`src/rtl/spi_master_rx_if.sv`:
```
// Bus bundle for spi_master_rx: SPI pins plus the receive valid/ready stream.
// rx_count is present only when SPI_MASTER_RX_COUNT_EN is defined.
interface spi_master_rx_if #(
  parameter int unsigned DATA_W = 8
) ();
  logic              rx_enable;
  logic              miso;
  logic              sclk;
  logic              cs;
  logic              busy;
  logic [DATA_W-1:0] dout;
  logic              dout_valid;
  logic              dout_ready;
`ifdef SPI_MASTER_RX_COUNT_EN
  logic [15:0]       rx_count;

  modport master (
    input  rx_enable, miso, dout_ready,
    output sclk, cs, busy, dout, dout_valid, rx_count
  );
  modport slave (
    output rx_enable, miso, dout_ready,
    input  sclk, cs, busy, dout, dout_valid, rx_count
  );
`else
  modport master (
    input  rx_enable, miso, dout_ready,
    output sclk, cs, busy, dout, dout_valid
  );
  modport slave (
    output rx_enable, miso, dout_ready,
    input  sclk, cs, busy, dout, dout_valid
  );
`endif
endinterface

```
`src/rtl/spi_master_rx.sv`:
```
// SPI mode-0 master receiver: MSB-first deserialiser feeding a first-word-fall-through FIFO.
// A FIFO slot is reserved before each word starts, so words are never dropped.
// Optional: SPI_MASTER_RX_COUNT_EN adds a 16-bit count of pushed words (rx_count).
module spi_master_rx #(
  parameter int unsigned CLK_DIV    = 4,
  parameter int unsigned DATA_W     = 8,
  parameter int unsigned FIFO_DEPTH = 4
) (
  input  logic            clk,
  input  logic            rst,
  spi_master_rx_if.master bus
);

  localparam int unsigned DIV_W = $clog2(CLK_DIV);
  localparam int unsigned BIT_W = $clog2(DATA_W + 1);
  localparam int unsigned PTR_W = $clog2(FIFO_DEPTH);
  localparam int unsigned CNT_W = PTR_W + 1;

  typedef enum logic [2:0] {
    S_IDLE,
    S_SETUP,
    S_SHIFT,
    S_LAST,
    S_HOLD
  } state_t;

  state_t            r_state, w_state;
  logic [DIV_W-1:0]  r_div, w_div;
  logic [BIT_W-1:0]  r_bit, w_bit;
  logic              r_sclk, w_sclk;
  logic              r_cs, w_cs;
  logic              r_busy;
  logic [DATA_W-1:0] r_shreg, w_shreg;
  logic              r_rsv, w_rsv;
  logic              w_push;

  logic [DATA_W-1:0] r_mem [FIFO_DEPTH];
  logic [PTR_W-1:0]  r_wr_ptr, r_rd_ptr;
  logic [CNT_W-1:0]  r_count, w_count_nxt;
  logic [DATA_W-1:0] r_dout;
  logic              r_dout_valid;

  logic              w_div_tc;
  logic              w_pop;
  logic              w_free_idle;
  logic              w_free_after_push;

  assign w_div_tc          = (r_div == DIV_W'(CLK_DIV - 1));
  assign w_pop             = r_dout_valid && bus.dout_ready;
  assign w_count_nxt       = r_count + CNT_W'(w_push) - CNT_W'(w_pop);
  assign w_free_idle       = (r_count + CNT_W'(r_rsv)) < CNT_W'(FIFO_DEPTH);
  // Room for another word once the current one lands and any pop this cycle is taken
  assign w_free_after_push = (r_count + CNT_W'(1) - CNT_W'(w_pop)) < CNT_W'(FIFO_DEPTH);

  // FSM state and link registers
  always_ff @(posedge clk or negedge rst) begin
    if (!rst) begin
      r_state <= S_IDLE;
      r_div   <= '0;
      r_bit   <= '0;
      r_sclk  <= 1'b0;
      r_cs    <= 1'b1;
      r_busy  <= 1'b0;
      r_shreg <= '0;
      r_rsv   <= 1'b0;
    end else begin
      r_state <= w_state;
      r_div   <= w_div;
      r_bit   <= w_bit;
      r_sclk  <= w_sclk;
      r_cs    <= w_cs;
      r_busy  <= ~w_cs;
      r_shreg <= w_shreg;
      r_rsv   <= w_rsv;
    end
  end

  // Next-state and link control
  always_comb begin
    w_state = r_state;
    w_div   = r_div;
    w_bit   = r_bit;
    w_sclk  = r_sclk;
    w_cs    = r_cs;
    w_shreg = r_shreg;
    w_rsv   = r_rsv;
    w_push  = 1'b0;
    case (r_state)
      S_IDLE: begin
        w_cs   = 1'b1;
        w_sclk = 1'b0;
        if (bus.rx_enable && w_free_idle) begin
          w_state = S_SETUP;
          w_cs    = 1'b0;
          w_div   = '0;
          w_bit   = '0;
          w_rsv   = 1'b1;
        end
      end
      S_SETUP: begin
        if (w_div_tc) begin
          w_state = S_SHIFT;
          w_div   = '0;
        end else begin
          w_div = r_div + DIV_W'(1);
        end
      end
      S_SHIFT: begin
        if (w_div_tc) begin
          w_div  = '0;
          w_sclk = ~r_sclk;
          if (!r_sclk) begin
            w_shreg = {r_shreg[DATA_W-2:0], bus.miso};
            w_bit   = r_bit + BIT_W'(1);
            if (r_bit == BIT_W'(DATA_W - 1)) begin
              w_state = S_LAST;
            end
          end
        end else begin
          w_div = r_div + DIV_W'(1);
        end
      end
      S_LAST: begin
        if (r_sclk) begin
          if (w_div_tc) begin
            w_sclk = 1'b0;
            w_div  = '0;
          end else begin
            w_div = r_div + DIV_W'(1);
          end
        end else begin
          // Push cycle: one clk of the low phase is already spent, so resume the divider at 1
          w_push = 1'b1;
          w_bit  = '0;
          if (bus.rx_enable && w_free_after_push) begin
            w_state = S_SHIFT;
            w_div   = DIV_W'(1);
            w_rsv   = 1'b1;
          end else begin
            w_state = S_HOLD;
            w_cs    = 1'b1;
            w_div   = '0;
            w_rsv   = 1'b0;
          end
        end
      end
      S_HOLD: begin
        w_cs = 1'b1;
        if (w_div_tc) begin
          w_state = S_IDLE;
          w_div   = '0;
        end else begin
          w_div = r_div + DIV_W'(1);
        end
      end
      default: begin
        w_state = S_IDLE;
        w_cs    = 1'b1;
        w_sclk  = 1'b0;
      end
    endcase
  end

  // Receive FIFO; r_dout always mirrors the head entry and holds when empty
  always_ff @(posedge clk or negedge rst) begin
    if (!rst) begin
      for (int i = 0; i < int'(FIFO_DEPTH); i++) r_mem[i] <= '0;
      r_wr_ptr     <= '0;
      r_rd_ptr     <= '0;
      r_count      <= '0;
      r_dout       <= '0;
      r_dout_valid <= 1'b0;
    end else begin
      if (w_push) begin
        r_mem[r_wr_ptr] <= r_shreg;
        r_wr_ptr        <= r_wr_ptr + PTR_W'(1);
      end
      if (w_pop) begin
        r_rd_ptr <= r_rd_ptr + PTR_W'(1);
      end
      r_count      <= w_count_nxt;
      r_dout_valid <= (w_count_nxt != '0);
      if (w_pop) begin
        if (r_count > CNT_W'(1)) begin
          r_dout <= r_mem[r_rd_ptr + PTR_W'(1)];
        end else if (w_push) begin
          r_dout <= r_shreg;
        end
      end else if ((r_count == '0) && w_push) begin
        r_dout <= r_shreg;
      end
    end
  end

  a_push_not_full: assert property (@(posedge clk) disable iff (!rst)
    w_push |-> (r_count < CNT_W'(FIFO_DEPTH)));

`ifdef SPI_MASTER_RX_COUNT_EN
  logic [15:0] r_rx_count;

  always_ff @(posedge clk or negedge rst) begin
    if (!rst) begin
      r_rx_count <= '0;
    end else if (w_push) begin
      r_rx_count <= r_rx_count + 16'd1;
    end
  end

  assign bus.rx_count = r_rx_count;
`endif

  assign bus.sclk       = r_sclk;
  assign bus.cs         = r_cs;
  assign bus.busy       = r_busy;
  assign bus.dout       = r_dout;
  assign bus.dout_valid = r_dout_valid;

endmodule

```
`src/flat_wrapper.sv`:
```
// flat-port wrapper written by rule: the top's interface ports become plain ports
module spi_master_rx_flat 
#(
  parameter int unsigned CLK_DIV    = 4,
  parameter int unsigned DATA_W     = 8,
  parameter int unsigned FIFO_DEPTH = 4
)
  (clk, rst, bus_rx_enable, bus_miso, bus_dout_ready, bus_sclk, bus_cs, bus_busy, bus_dout, bus_dout_valid);
  spi_master_rx_if #(.DATA_W(DATA_W)) bus_i ();
  input  logic clk;
  input  logic rst;
  input wire logic [$bits(bus_i.rx_enable)-1:0] bus_rx_enable;
  input wire logic [$bits(bus_i.miso)-1:0] bus_miso;
  input wire logic [$bits(bus_i.dout_ready)-1:0] bus_dout_ready;
  output wire logic [$bits(bus_i.sclk)-1:0] bus_sclk;
  output wire logic [$bits(bus_i.cs)-1:0] bus_cs;
  output wire logic [$bits(bus_i.busy)-1:0] bus_busy;
  output wire logic [$bits(bus_i.dout)-1:0] bus_dout;
  output wire logic [$bits(bus_i.dout_valid)-1:0] bus_dout_valid;
  assign bus_i.rx_enable = bus_rx_enable;
  assign bus_i.miso = bus_miso;
  assign bus_i.dout_ready = bus_dout_ready;
  assign bus_sclk = bus_i.sclk;
  assign bus_cs = bus_i.cs;
  assign bus_busy = bus_i.busy;
  assign bus_dout = bus_i.dout;
  assign bus_dout_valid = bus_i.dout_valid;
  spi_master_rx #(.CLK_DIV(CLK_DIV), .DATA_W(DATA_W), .FIFO_DEPTH(FIFO_DEPTH)) u_core (.clk(clk), .rst(rst), .bus(bus_i));
endmodule
```
`config.mk`:
```
export PLATFORM = sky130hd
export DESIGN_NAME = spi_master_rx_flat
export DESIGN_NICKNAME = d
export VERILOG_FILES = /design/src/rtl/spi_master_rx_if.sv /design/src/rtl/spi_master_rx.sv /design/src/flat_wrapper.sv
export SDC_FILE = /design/constraint.sdc
export NUM_CORES = 1
export LEC_CHECK = 0
export BUFFER_PORTS_ARGS = -buffer_cell sky130_fd_sc_hd__buf_4
export CAP_MARGIN = 10
export CORE_MARGIN = 3
export CORE_UTILIZATION = 40
export DETAILED_ROUTE_END_ITERATION = 12
export PLACE_DENSITY = 0.54
export SYNTH_ARGS = -nofsm -noshare
export SYNTH_HDL_FRONTEND = slang
export SYNTH_SLANG_ARGS = --single-unit
```
`constraint.sdc`:
```
create_clock -name clk -period 2.99 [get_ports clk]
set_input_delay 0 -clock clk [delete_from_list [all_inputs] [get_ports clk]]
set_output_delay 0 -clock clk [all_outputs]
set_load 0.01 [all_outputs]
```
# [Yosys cells after proc, flatten, opt, wreduce, memory -nomap -nowiden]
# Index checks and enable logic that the tools add are counted.
[word_totals] latchBits=0 ram_bits=0 output_inout_bits=12 mem_count=0 word_cells=116 register_bits=69 romBits=0 input_bits=5
[op_classes] div_mod_pow=0 mul=0 mux=43 n_lt_le_gt_ge=6 eq_ne=14 shifts=0 add_sub_neg=9 n_reduce_logical=22 n_bitwise=5
[ops] cell="8-bit two-way mux" n=7
[ops] cell="32-bit bitwise mux" n=1
[ops] cell="3-bit two-way mux" n=8
[ops] cell="8-bit binary-select mux with 2-bit select" n=1
[ops] cell="8-bit demux with 2-bit select" n=1
[ops] cell="4-bit two-way mux" n=4
[ops] cell="3-bit case mux with 5 select lines" n=1
[ops] cell="1-bit two-way mux" n=12
[ops] cell="4-bit case mux with 3 select lines" n=1
[ops] cell="2-bit by 1-bit inequality test with 1-bit output (second input constant)" n=5
[ops] cell="3-bit nonzero test" n=3
[ops] cell="7-bit AND reduction" n=1
[ops] cell="2-bit by 1-bit adder with 2-bit output (second input constant)" n=3
[ops] cell="3-bit by 1-bit adder with 3-bit output" n=2
[ops] cell="3-bit by 2-bit equality test with 1-bit output (second input constant)" n=2
[ops] cell="3-bit greater-or-equal comparator (second input constant)" n=2
[ops] cell="3-bit logical NOT" n=2
[ops] cell="3-bit less-than comparator (second input constant)" n=2
[ops] cell="2-bit two-way mux" n=3
[ops] cell="2-bit inverter with 3-bit output" n=2
[ops] cell="1-bit case mux with 3 select lines" n=2
[ops] cell="2-bit case mux with 3 select lines" n=1
[ops] cell="2-bit AND reduction" n=3
[ops] cell="3-bit AND reduction" n=2
[ops] cell="18 further kinds" n=28

# [Depth between registers and ports, before layout]
[logic_depth] depth_word=8 depth_mapped=10 depth_no_buf=9

# [Worst setup path after synthesis]
# No wires, ideal clock.
[synth_timing] path_type="flip-flop to flip-flop" start="register u_core.r_sclk (netlist: u_core.bus.sclk)" end="register u_core.r_dout_valid (netlist: u_core.bus.dout_valid)" synth_period_minus_slack_ps=2305 required_time_ps=2859 path_stages_with_launch=10 setup_time_ps=131 path_buffers=0 arrival_ps=2174 slack_ps=685 path_cell_list="dfrtp_1 and4bb_1 inv_1 ha_1 inv_1 ha_1 inv_1 fa_1 inv_1 or3_1"
[synth_between] elab_chain_cells=5
[synth_rtl] element="start: declaration" line="spi_master_rx.sv:30" rtl="logic r_sclk, w_sclk;"
[synth_rtl] element="start signal: assignment" line="spi_master_rx.sv:70" rtl="r_sclk <= w_sclk;"
[synth_rtl] element="1-bit two-way mux" line="spi_master_rx.sv:124" rtl="if (r_sclk) begin"
[synth_rtl] element="1-bit two-way mux" line="spi_master_rx.sv:88" rtl="case (r_state)"
[synth_rtl] element="3-bit by 1-bit adder with 3-bit output" line="spi_master_rx.sv:50" rtl="assign w_count_nxt = r_count + CNT_W'(w_push) - CNT_W'(w_pop);"
[synth_rtl] element="3-bit by 1-bit subtractor with 3-bit output" line="spi_master_rx.sv:50"
[synth_rtl] element="via u_core.w_count_nxt[1]" line="spi_master_rx.sv:39" rtl="logic [CNT_W-1:0] r_count, w_count_nxt;"
[synth_rtl] element="3-bit nonzero test" line="spi_master_rx.sv:182" rtl="r_dout_valid <= (w_count_nxt != '0);"
[synth_rtl] element="end signal: assignment" line="spi_master_rx.sv:182"
[synth_rtl] element="end: declaration" line="spi_master_rx.sv:41" rtl="logic r_dout_valid;"
# The timed path passes the listed nets, and every way through them passes these cells.
# A chain may end at the register's enable or synchronous reset.

# [Worst setup path after layout]
# Ends and elaborated chain as after synthesis.

==> results.toml <==
[status]
status = "complete, no violations"

[timing]
worst_slew_margin_rel_pct = 40.75
setup-violations-final = 0
timing_worst_slew_pin_value_ns = 0.8888
summed_negative_setup_slack_over_all_endpoints_ns = 0
final-hold-violation-count = 0
finalWorstSetupSlack_ns = 0.5861
max_freq_ghz = 0.4160
grt_setup_unrepaired = "false"
final-max-slew-violation-count = 0
period_share_pct = 80.40
worst_clock_skew_ns = 0.008346
finalCriticalPeriod_ns = 2.404
fin_hold_ws_ns = 0.3188

[placement]
hpwlAfterDp_um = 4042
gp_congestion = 0.7321
io_buffers = 16
place_worst_setup_slack_ns = 0.5850

[drt]
dr_iter_0_viols = 87
drt_pass1_iterations = 4
wl_per_cell_um = 15.79
antenna_violating_nets_post_route = 0
detail_route.vias_per_cell = 5.382
total_via_count_in_the_routed_design = 2126
number_of_remaining_drc_errors = 0
postRouteWirelength_um = 6239

[cells_and_area]
syn_to_final_growth_pct = 13.27
register_area_sq_um = 1728
multiInputGateArea_sq_um = 1535
layout.filler_cells = 727
antenna_cells_inserted = 0
postLayoutCoreUtil_pct = 48.11
design.final.nets = 305
layout-drive-gt1-share_pct = 33.45

[floorplanning]
placementRows = 32
core_region_area_sq_um = 7928
fp.dieW_um = 97.75
starting_density_of_the_core_pct = 42.47
chipHeight_um = 97.75
die_area_sq_um = 9554
floorplan.io_pins = 17

[logic_synthesis]
synth.lib_cells_used.distinct = 52
yosys-top-cells-count = "sky130_fd_sc_hd__dfrtp_1 (68), sky130_fd_sc_hd__mux2_2 (40), sky130_fd_sc_hd__nand2_1 (16)"
synth-seq-area-share_pct = 51.32
synth-edff-count = 0
post_synth.cell_area_avg_sq_um = 12.80
summed_instance_area_of_the_synthesized_netlist_sq_um = 3367
synthFlopType = "sky130_fd_sc_hd__dfrtp_1"
synthesis.nets = 279
synth-warning-count = 0
top_cell_type_s_share_of_synthesized_area_pct = 50.54
most_area_hungry_cell_type_in_the_yosys_netlist = "sky130_fd_sc_hd__dfrtp_1"
yosys.cell_count.top_type = "sky130_fd_sc_hd__dfrtp_1"
syn_inst = 263
ys_seq_elements = 69
synth_area_leaders = "sky130_fd_sc_hd__dfrtp_1 (51%), sky130_fd_sc_hd__mux2_2 (13%), sky130_fd_sc_hd__mux4_2 (5.4%), sky130_fd_sc_hd__ha_1 (3.7%), sky130_fd_sc_hd__mux2i_1 (2.4%)"
postSynth.asyncResetShare_pct = 100.0

[pwr]
max-vdd-ir-drop_v = 0.0004216
switching_power_w = 0.001147
cellPowerDensity_nw_per_um2 = 831.7
power.static_leakage_nw = 1.857
sequentialPowerShare_pct = 42.5
power.switching_fraction_pct = 36.15
pwr-share-clk_pct = 22.4
pwr-share-comb_pct = 35.1
cell_internal_pwr_w = 0.002025

[critical_path]
critPathLaunch = "u_core.bus.sclk"
worst_path_most_repeated_cell = "sky130_fd_sc_hd__inv_1"
timing.critical_path.slowest_cell_delay_ns = 0.47
crit_chain = "and4bb_1, inv_1, ha_1, inv_1, ha_1, inv_1, fa_1, inv_1, or3_1"
critical_path.endpoint_type = "flop"
worstRegToRegCells = 9
critical-path-slowest-cell = "sky130_fd_sc_hd__fa_1"
worstSetupPathType = "reg2reg"
required_ns = 3.20
reg2reg_slack_ns = 0.59
timing.rr.start = "u_core.bus.sclk"
r2r-end = "u_core.bus.dout_valid"
crit_path_start_kind = "flop"
worst_ep_arrival_time_ns = 2.62
worstPathMaxFanout = 8

[global_route]
grt_first_pass_wirelength_um = 10640
grt_usage_pct = 14.20
antenna_found_initial = 0
grt_max_degree = 70
remaining_overflow_grt = 0
first_global_vias = 2085

[clocking]
clkSlewWorstSetupHoldPaths_ns = 0.07
total_clock_buffers_created_by_cts = 9
root_buffer = "sky130_fd_sc_hd__clkbuf_8"
htreeDepth = 3
number_of_post_cts_setup_repair_buffers = 0
worst_skew_pair.late_latency_ns = 0.34
cts_buffer_depth = 2
cts_repair_resize_count = 0
tritoncts = "done"
cts_hold_repair_buffers = 4
cts_sinks = 69

[min_path]
worstHoldPathType = "in2async"

[run]
cap_violations = 0
==> stage by stage <==
step	cell area [sq um]	instances	power, W
after floorplan	3367	263	0.002191
after global placement	3593	376	0.002476
after detailed placement	3593	376	0.002491
after CTS	3814	395	0.003219
after global routing	3814	395	0.003417
final	3814	395	0.003172
==> flip-flops by register name, indices dropped and copies added (netlist names) <==
name	cells
u_core.bus.busy	1
u_core.r_div	2
u_core.r_wr_ptr	2
u_core.r_state	3
u_core.r_mem	32
u_core.r_rsv	1
u_core.r_bit	4
u_core.bus.cs	1
u_core.bus.dout_valid	1
u_core.bus.sclk	1
u_core.r_count	3
u_core.bus.dout	8
u_core.r_shreg	8
u_core.r_rd_ptr	2
==> routing by layer <==
metal / up-vias / track usage, % / part of all wire (%)
met1: 1074 / 20.01 / 51
met2: 26 / 20.77 / 44
met5: - / 0 / 0
li1: 1018 / - / -
met4: 0 / 4.153 / 1.2
met3: 8 / 5.000 / 3.6
==> worst max path at each step <==
stage,end,depth (start not counted)
finish,u_core.bus.dout_valid,9
global route,u_core.bus.dout_valid,9
CTS,u_core.bus.dout_valid,9
detailed placement,u_core.bus.dout_valid,9
global placement,u_core.bus.dout_valid,9
floorplan,u_core.bus.dout_valid,9
==> power by group through the flow <==
stage | logic, W | clock network (W) | registers, W
after floorplan | 0.000916 | 0 | 0.00127
after global placement | 0.00111 | 0 | 0.00137
after detailed placement | 0.00112 | 0 | 0.00137
after CTS | 0.00113 | 0.000737 | 0.00135
after global routing | 0.00125 | 0.000779 | 0.00139
final | 0.00111 | 0.000710 | 0.00135
==> worst max-delay path: cells and delay by family, from the launching register on <==
| kind | cells | cell delay (ns) |
|---|---|---|
| adder cells (fa/ha/maj) | 3 | 0.90 |
| AND/OR/NAND/NOR | 2 | 0.69 |
| flip-flops | 1 | 0.46 |
| buffers and inverters | 4 | 0.24 |
==> cell usage in the layout (no fill, tap or decap), drive strengths merged, types with 7 or more instances in the layout <==
| cell | count |
|---|---|
| a21oi | 7 |
| buf | 21 |
| nor2 | 7 |
| nand3 | 8 |
| dfrtp | 68 |
| o21ai | 14 |
| mux2i | 8 |
| nand2 | 21 |
| inv | 12 |
| ha | 10 |
| clkbuf | 10 |
| mux2 | 40 |
| mux4 | 8 |
==> final cells by class <==
cell class                 count  area share [%]
sequential                    69           45.31
clock inverter                 5           1.378
clock buffer                  10           3.346
multi-input combinational    172           40.26
tap                          102           3.346
timing repair buffer          25           5.184
inverter                      12           1.181
==> logic make-up after synthesis <==
| kind of cell | count (synthesis) | synth area share, % |
|---|---|---|
| flops | 69 | 51.32 |
| mux | 56 | 21.11 |
| simple gates | 55 | 9.254 |
| compound gates | 46 | 9.884 |
| buf+inv | 22 | 3.084 |
| fa+ha+maj | 11 | 4.311 |
| xor+xnor | 4 | 1.041 |
Power figures use the tool's default switching activity.
